$ cat src/rtl/ldstr_pkg.sv
// ldstr_pkg
// Shared constants, types and helpers for the ldstr_memory scratch store.
//   LDSTR_DATA_W / LDSTR_ADDR_W / LDSTR_DEPTH : default geometry
//   ldstr_word_t / ldstr_addr_t               : word and address types
//   ldstr_in_range()                          : address bounds check
// Optional build macro used by the top level: LDSTR_VALID_TRACK_EN.
package ldstr_pkg;

  localparam int LDSTR_DATA_W = 32;
  localparam int LDSTR_ADDR_W = 3;
  localparam int LDSTR_DEPTH  = 8;

  typedef logic [LDSTR_DATA_W-1:0] ldstr_word_t;
  typedef logic [LDSTR_ADDR_W-1:0] ldstr_addr_t;

  // True when a zero-extended word address selects an existing entry.
  function automatic logic ldstr_in_range(input logic [31:0] idx,
                                          input int unsigned depth);
    return (idx < depth);
  endfunction

endpackage

$ cat src/rtl/ldstr_mem_array.sv
// ldstr_mem_array
// Storage array with one write port and one registered read port sharing
// a single address. Synchronous active-high reset clears every entry and
// the read register.
// Ports:
//   clk_i      rising-edge clock
//   rst_i      synchronous active-high reset
//   we_i       write enable (already arbitrated and range-checked)
//   re_i       read enable (already arbitrated)
//   rd_zero_i  force the read result to zero (out-of-range read)
//   addr_i     word address
//   wdata_i    write data
//   rdata_o    registered read data
module ldstr_mem_array #(
  parameter int DATA_W = 32,
  parameter int ADDR_W = 3,
  parameter int DEPTH  = 8
) (
  input  logic              clk_i,
  input  logic              rst_i,
  input  logic              we_i,
  input  logic              re_i,
  input  logic              rd_zero_i,
  input  logic [ADDR_W-1:0] addr_i,
  input  logic [DATA_W-1:0] wdata_i,
  output logic [DATA_W-1:0] rdata_o
);

  // No declaration initialisers: power-up zero comes from the target's
  // register init value, and reset clears everything explicitly.
  logic [DATA_W-1:0] mem_q [DEPTH];
  logic [DATA_W-1:0] rdata_q;
  logic [DATA_W-1:0] rdata_d;

  // Read register holds unless a read is performed this cycle.
  always_comb begin
    rdata_d = rdata_q;
    if (re_i) begin
      rdata_d = rd_zero_i ? '0 : mem_q[addr_i];
    end
  end

  always_ff @(posedge clk_i) begin
    if (rst_i) begin
      for (int i = 0; i < DEPTH; i++) begin
        mem_q[i] <= '0;
      end
      rdata_q <= '0;
    end else begin
      if (we_i) begin
        mem_q[addr_i] <= wdata_i;
      end
      rdata_q <= rdata_d;
    end
  end

  assign rdata_o = rdata_q;

endmodule

$ cat src/rtl/ldstr_memory.sv
// ldstr_memory
// Small synchronous load/store scratch memory: one write or one read per
// clock, registered read data (1-cycle latency) and a registered
// "access performed" flag.
// Ports:
//   clk        rising-edge clock
//   rst        synchronous active-high reset (wins over any access)
//   ren        load request
//   wen        store request (has priority over ren)
//   addr       word address, direct index, no wrap
//   wdata      store data
//   rdata      registered load data
//   mem_en     registered (ren | wen) of the previous non-reset edge
//   rd_uninit  only with LDSTR_VALID_TRACK_EN: last read hit an entry never
//              written since reset, or an out-of-range address
// Build macro: LDSTR_VALID_TRACK_EN adds per-entry valid bits and rd_uninit.
// There is no handshake: a request is accepted on every edge where it is
// high; the port never stalls.
module ldstr_memory
  import ldstr_pkg::*;
#(
  parameter int DATA_W = LDSTR_DATA_W,
  parameter int ADDR_W = LDSTR_ADDR_W,
  parameter int DEPTH  = LDSTR_DEPTH
) (
  input  logic              clk,
  input  logic              rst,
  input  logic              ren,
  input  logic              wen,
  input  logic [ADDR_W-1:0] addr,
  input  logic [DATA_W-1:0] wdata,
  output logic [DATA_W-1:0] rdata,
`ifdef LDSTR_VALID_TRACK_EN
  output logic              mem_en,
  output logic              rd_uninit
`else
  output logic              mem_en
`endif
);

  logic in_range;
  logic wr_go;
  logic rd_go;
  logic mem_en_q;
  logic mem_en_d;

  // Only reachable as false when DEPTH < 2**ADDR_W.
  assign in_range = ldstr_in_range(32'(addr), DEPTH);

  // Write priority: a collision performs the write and drops the read.
  assign wr_go = wen;
  assign rd_go = ren & ~wen;

  ldstr_mem_array #(
    .DATA_W (DATA_W),
    .ADDR_W (ADDR_W),
    .DEPTH  (DEPTH)
  ) u_array (
    .clk_i     (clk),
    .rst_i     (rst),
    .we_i      (wr_go & in_range),
    .re_i      (rd_go),
    .rd_zero_i (~in_range),
    .addr_i    (addr),
    .wdata_i   (wdata),
    .rdata_o   (rdata)
  );

  // Out-of-range accesses still count as performed.
  assign mem_en_d = ren | wen;

  always_ff @(posedge clk) begin
    if (rst) begin
      mem_en_q <= 1'b0;
    end else begin
      mem_en_q <= mem_en_d;
    end
  end

  assign mem_en = mem_en_q;

`ifdef LDSTR_VALID_TRACK_EN
  logic [DEPTH-1:0] valid_q;
  logic [DEPTH-1:0] valid_d;
  logic             rd_uninit_q;
  logic             rd_uninit_d;

  always_comb begin
    valid_d     = valid_q;
    rd_uninit_d = rd_uninit_q;
    if (wr_go && in_range) begin
      valid_d[addr] = 1'b1;
    end
    // An out-of-range read is always reported as uninitialised; the
    // valid bit select is masked by the OR in that case.
    if (rd_go) begin
      rd_uninit_d = ~in_range | ~valid_q[addr];
    end
  end

  always_ff @(posedge clk) begin
    if (rst) begin
      valid_q     <= '0;
      rd_uninit_q <= 1'b0;
    end else begin
      valid_q     <= valid_d;
      rd_uninit_q <= rd_uninit_d;
    end
  end

  assign rd_uninit = rd_uninit_q;
`endif

endmodule

$ cat config.mk
export PLATFORM = sky130hd
export DESIGN_NAME = ldstr_memory
export DESIGN_NICKNAME = d
export VERILOG_FILES = /design/src/rtl/ldstr_pkg.sv /design/src/rtl/ldstr_mem_array.sv /design/src/rtl/ldstr_memory.sv
export SDC_FILE = /design/constraint.sdc
export NUM_CORES = 1
export LEC_CHECK = 0
export CELL_PAD_IN_SITES_DETAIL_PLACEMENT = 1
export CELL_PAD_IN_SITES_GLOBAL_PLACEMENT = 1
export CORE_MARGIN = 4
export CORE_UTILIZATION = 53
export DETAILED_ROUTE_END_ITERATION = 10
export PLACE_DENSITY_LB_ADDON = 0.1
export SKIP_CTS_REPAIR_TIMING = 1
export SLEW_MARGIN = 20
export SYNTH_ARGS = -nofsm -noshare
export SYNTH_HDL_FRONTEND = slang
export SYNTH_HIERARCHICAL = 1
export SYNTH_SLANG_ARGS = --single-unit
$ cat constraint.sdc
create_clock -name clk -period 3 [get_ports clk]
set_clock_uncertainty 0.2 [all_clocks]
set_input_delay 0.3 -clock clk [delete_from_list [all_inputs] [get_ports clk]]
set_output_delay 0.3 -clock clk [all_outputs]
set_load 0.005 [all_outputs]
# Word level (Yosys, flattened, before mapping)
# Memory sizes are Yosys's and may differ from the RTL's. A register that Yosys moved wholly into a read port is not among the register bits.
# Cells that the tools add are included.
[op_classes]
addsub = 0
mul = 0
div_mod_pow = 0
magnitude_cmp = 0
eq_ne = 0
n_shift = 0
muxes = 8
bitwise = 3
reduce_logical = 1
[op_table]
columns = ["op", "n"]
rows = [
  ["$mux W32", 1],
  ["$reduce_or A32 Y1", 1],
  ["$mux W1", 6],
  ["$mux W3", 1],
  ["$and A1 B1 Y1", 1],
  ["$not A1 Y1", 1],
  ["$or A1 B1 Y1", 1],
]
[word_totals]
register_bits = 1
latch_bits = 0
mem_bits_rw = 256
romBits = 0
out_inout_bits = 33
elab_cells = 14
n_memories = 1
[mem_list]
columns = ["name", "words", "width", "read_ports", "rd_ports_with_merged_regs", "wr", "line_no", "source"]
rows = [
  ["u_array.mem_q", 8, 32, 1, 1, 8, "ldstr_mem_array.sv:31", "logic [DATA_W-1:0] mem_q [DEPTH];"],
]

# Depth between registers and ports, before layout
[logic_depth]
depth_word = 5
mapped_depth = 7
mapped_depth_nobuf = 4

# Modules after synthesis
# The synthesis kept the hierarchy.
[by_module_without_submodules]
columns = ["mod", "instances", "cells_each", "area_each_um2", "seq_area_each_um2"]
rows = [
  ["ldstr_mem_array", 1, 920, 12520.8, 8328.0],
  ["ldstr_memory", 1, 4, 40.0, 20.0],
]

# Least setup slack after synthesis
# OpenSTA, ideal clock, no wires.
[synth_timing]
kind = "input to register"
start = "in addr[2]"
end = "mem u_array.mem_q[0][0], enable pin"
setup_time_ps = 375
arrival_ps = 1421
required_time_ps = 2425
slack_ps = 1005
path_stages = 3
path_buffers = 0
path_cell_list = "or3b_4 -> nor3_4 -> or2_2"
[synth_rtl]
columns = ["element", "line_no", "source"]
rows = [
  ["start, declared", "ldstr_memory.sv:30", "input logic [ADDR_W-1:0] addr,"],
  ["end, declared", "ldstr_mem_array.sv:31", ""],
]

==> out/results.tsv <==
stage	metric	value	unit
sta	worst_pin_slew	0.972	ns
synth	synth_top_area_cell	edfxtp_1	
sta	finalCriticalPeriod	2.03	ns
route	drc_errors	0	
worst_setup_path	worstSetupStartpointType	input port	
synth	synth_top_area_share	61.2	%
pwr	power_density	630	nW/um2
route	wl	32200	um
route	vias	7735	
floorplan	rows	56	
synth	synth-edff-count	256	
worst_setup_path	cp_slowest_cell	or2_2	
pwr	power_frac_comb	7.3	%
route	wl_per_cell	24.1	um
route	via_per_inst	5.77	
floorplan	core_area	23400	um2
grt	grt_pass1_wl	50200	um
pwr	p_int	7.25	mW
synth	async_flop_share	0	%
pwr	swShare	21.6	%
cts	cts_buffers	30	
synth	ys_seq_area_share	66.5	%
sta	setup_violations	0	
synth	syn_area	12600	um2
synth	syn_inst	924	
floorplan	fp.dieH	162	um
pwr	pwr-share-clk	42.0	%
synth	synthTopCellsByArea	edfxtp_1, and2_1, mux2i_1	
placed_design	post-dp-hpwl	18600	um
grt	grt_max_degree	76	
route	firstDrtPassIters	5	
sta	tns	0	ns
grt	track_usage	25.0	%
pwr	p_leak	5.48	nW
finish	stdcell_area	14700	um2
pwr	seqPwrFrac	50.7	%
cts	htree_levels	1	
cts	cts_tree	built	
floorplan	initial_core_util	53.7	%
worst_setup_path	worst_setup_path_end_kind	register	
synth	synth_area_per_cell	13.6	um2
pwr	finalPower	9.24	mW
sta	rsz0062_at_grt	false	
finish	diodes	0	
sta	fmax	493	MHz
run	drv_cap	0	
grt	grt_pass1_vias	8650	
route	drtAntennaViolNets	0	
cts	cts-root-buf	clkbuf_16	
worst_setup_path	critical_path_class	input port to register	
worst_setup_path	path_delay_family	simple AND/OR/NAND/NOR gates	
worst_setup_path	slowest_delay	0.73	ns
finish	area_growth	16.8	%
worst_setup_path	cp_max_fo	32	
grt	overflow	0	
floorplan	ios	72	
placed_design	dpl-instance-area	13600	um2
synth	syn-num-nets	963	
placed_design	routabilityCongestion	0.762	
worst_setup_path	worstPathArrival	1.99	ns
cts	clock_path_buffers	3	
sta	drv_slew	0	
sta	relSlewSlack	35.2	%
worst_setup_path	regToRegSetupSlack	1.71	ns
grt	antenna_found_initial	0	
min_path	hold_path_class	input port to register	
synth	synthFlopType	edfxtp_1	
worst_setup_path	required	2.97	ns
synth	ys_warn_count	6	
pwr	ir_drop	0.440	mV
run_status	outcome	finished, final reports clean	
sta	hold_viol_final	0	
floorplan	die_area	26200	um2
route	drt_iter0_drc	565	
floorplan	die_w	162	um
cts	cts.sinks	289	
cts	clock_latency	0.54	ns
cts	clk_pin_slew	0.06	ns
placed_design	io_buffer_count	71	
pwr	p_switching	1.99	mW
synth	ys_ff_latch	289	
sta	hold_ws	0.186	ns
worst_setup_path	cp_num_buf_inv	2	
worst_setup_path	path_cells	clkdlybuf4s50_1 -> buf_4 -> nor3_4 -> or2_2	
finish	finalNetCount	1036	
sta	period_share	67.6	%
synth	yosysUniqueCellTypes	27	
finish	drive_above_1_share	9.79	%
path summary, 6_finish.rpt:
| check | startpoint | to | cells after the start |
|---|---|---|---|
| max | addr[1] | u_array/mem_q[4][5] | 4 |
| max reg2reg | u_array/mem_q[3][6] | u_array/rdata_o[6] | 4 |
| min | ren | mem_en | 2 |
| min reg2reg | u_array/rdata_o[4] | u_array/rdata_o[4] | 2 |
routing by layer:
metal / wire, um / part of all wire [%] / vias to the layer above / track usage (%)
li1: - / - / 3459 / -
met1: 13100 / 41 / 3998 / 31.7
met2: 16600 / 52 / 201 / 44.9
met3: 1490 / 4.6 / 77 / 2.72
met4: 1050 / 3.3 / 0 / 8.69
met5: 0 / 0 / - / 0
through the flow:
step	std cells	setup WS, ns	util [%]
2_1_floorplan	924	1.00	-
5_1_grt	1340	0.882	62.7
3_3_place_gp	1284	0.449	58.2
4_1_cts	1340	0.948	62.7
6_report	1340	0.973	62.7
3_5_place_dp	1284	0.395	58.2
cell families (layout without fill, tap and decap cells):
kind of cell / Yosys count / count (layout) / share of synthesized area, %
AND/OR/NAND/NOR: 349 / 349 / 16.3
other: 1 / 1 / 0.0299
buffers and inverters: 60 / 157 / 2.48
multiplexers: 128 / 128 / 10.2
flip-flops: 289 / 289 / 66.5
AO/OA/AOI/OAI: 97 / 97 / 4.54
final cells by class:
class                           count  area [um2]
Clock buffer                       42         877
Clock inverter                     14         170
Fill cell                        2249        8730
Multi-Input combinational cell    575        3920
Sequential cell                   289        8350
Tap cell                          319         399
Timing Repair Buffer              101         962
synth_stat cells, types with 3 or more instances:
cell type	count
edfxtp_1	256
clkbuf_2	13
nand2b_1	4
nand2_1	35
nor2_1	37
dfxtp_1	33
buf_4	9
clkbuf_1	26
o21ai_1	13
o21ai_0	19
and2_1	256
or2_2	9
o22ai_1	64
buf_6	3
buf_2	5
mux2i_1	128
cell usage in the layout (no fill, tap or decap):
cell type	synthesis	layout
and2_1	256	256
edfxtp_1	256	256
mux2i_1	128	128
clkdlybuf4s50_1	0	70
o22ai_1	64	64
nand2_1	35	35
dfxtp_1	33	33
nor2_1	37	33
clkbuf_16	0	31
buf_4	9	28
o21ai_0	19	19
o21ai_1	13	13
or2_2	9	9
clkinv_2	0	7
clkbuf_8	0	6
clkbuf_1	26	5
nor2_2	1	5
bufinv_16	0	4
nand2b_1	4	4
clkinv_1	0	2
nor3_4	1	2
nor2_4	2	2
buf_12	0	2
nor2b_1	1	1
o21ba_1	1	1
clkinvlp_4	0	1
buf_6	3	1
nand3b_4	1	1
or3b_4	1	1
conb_1	1	1
registers in the layout (all words and copies together) (netlist names):
register / flops
mem_en: 1
u_array/rdata_o: 32
u_array/mem_q: 256
worst reg2reg max path, delay by kind of cell, from the launching register on:
kind	cells	cell delay, ns
and+or+nand+nor	1	0.17
muxes	1	0.20
DFF	1	0.41
AOI/OAI and AO/OA	2	0.19
power by group through the flow:
stage,Sequential [mW],Combinational [mW],Clock (mW)
after floorplan,4.74,0.378,0
after global placement,4.75,0.645,0
after detailed placement,4.77,0.673,0
after CTS,4.69,0.679,3.93
after global routing,4.71,0.727,4.12
final,4.69,0.672,3.88
No activity file was read; power rests on OpenSTA's default activity.
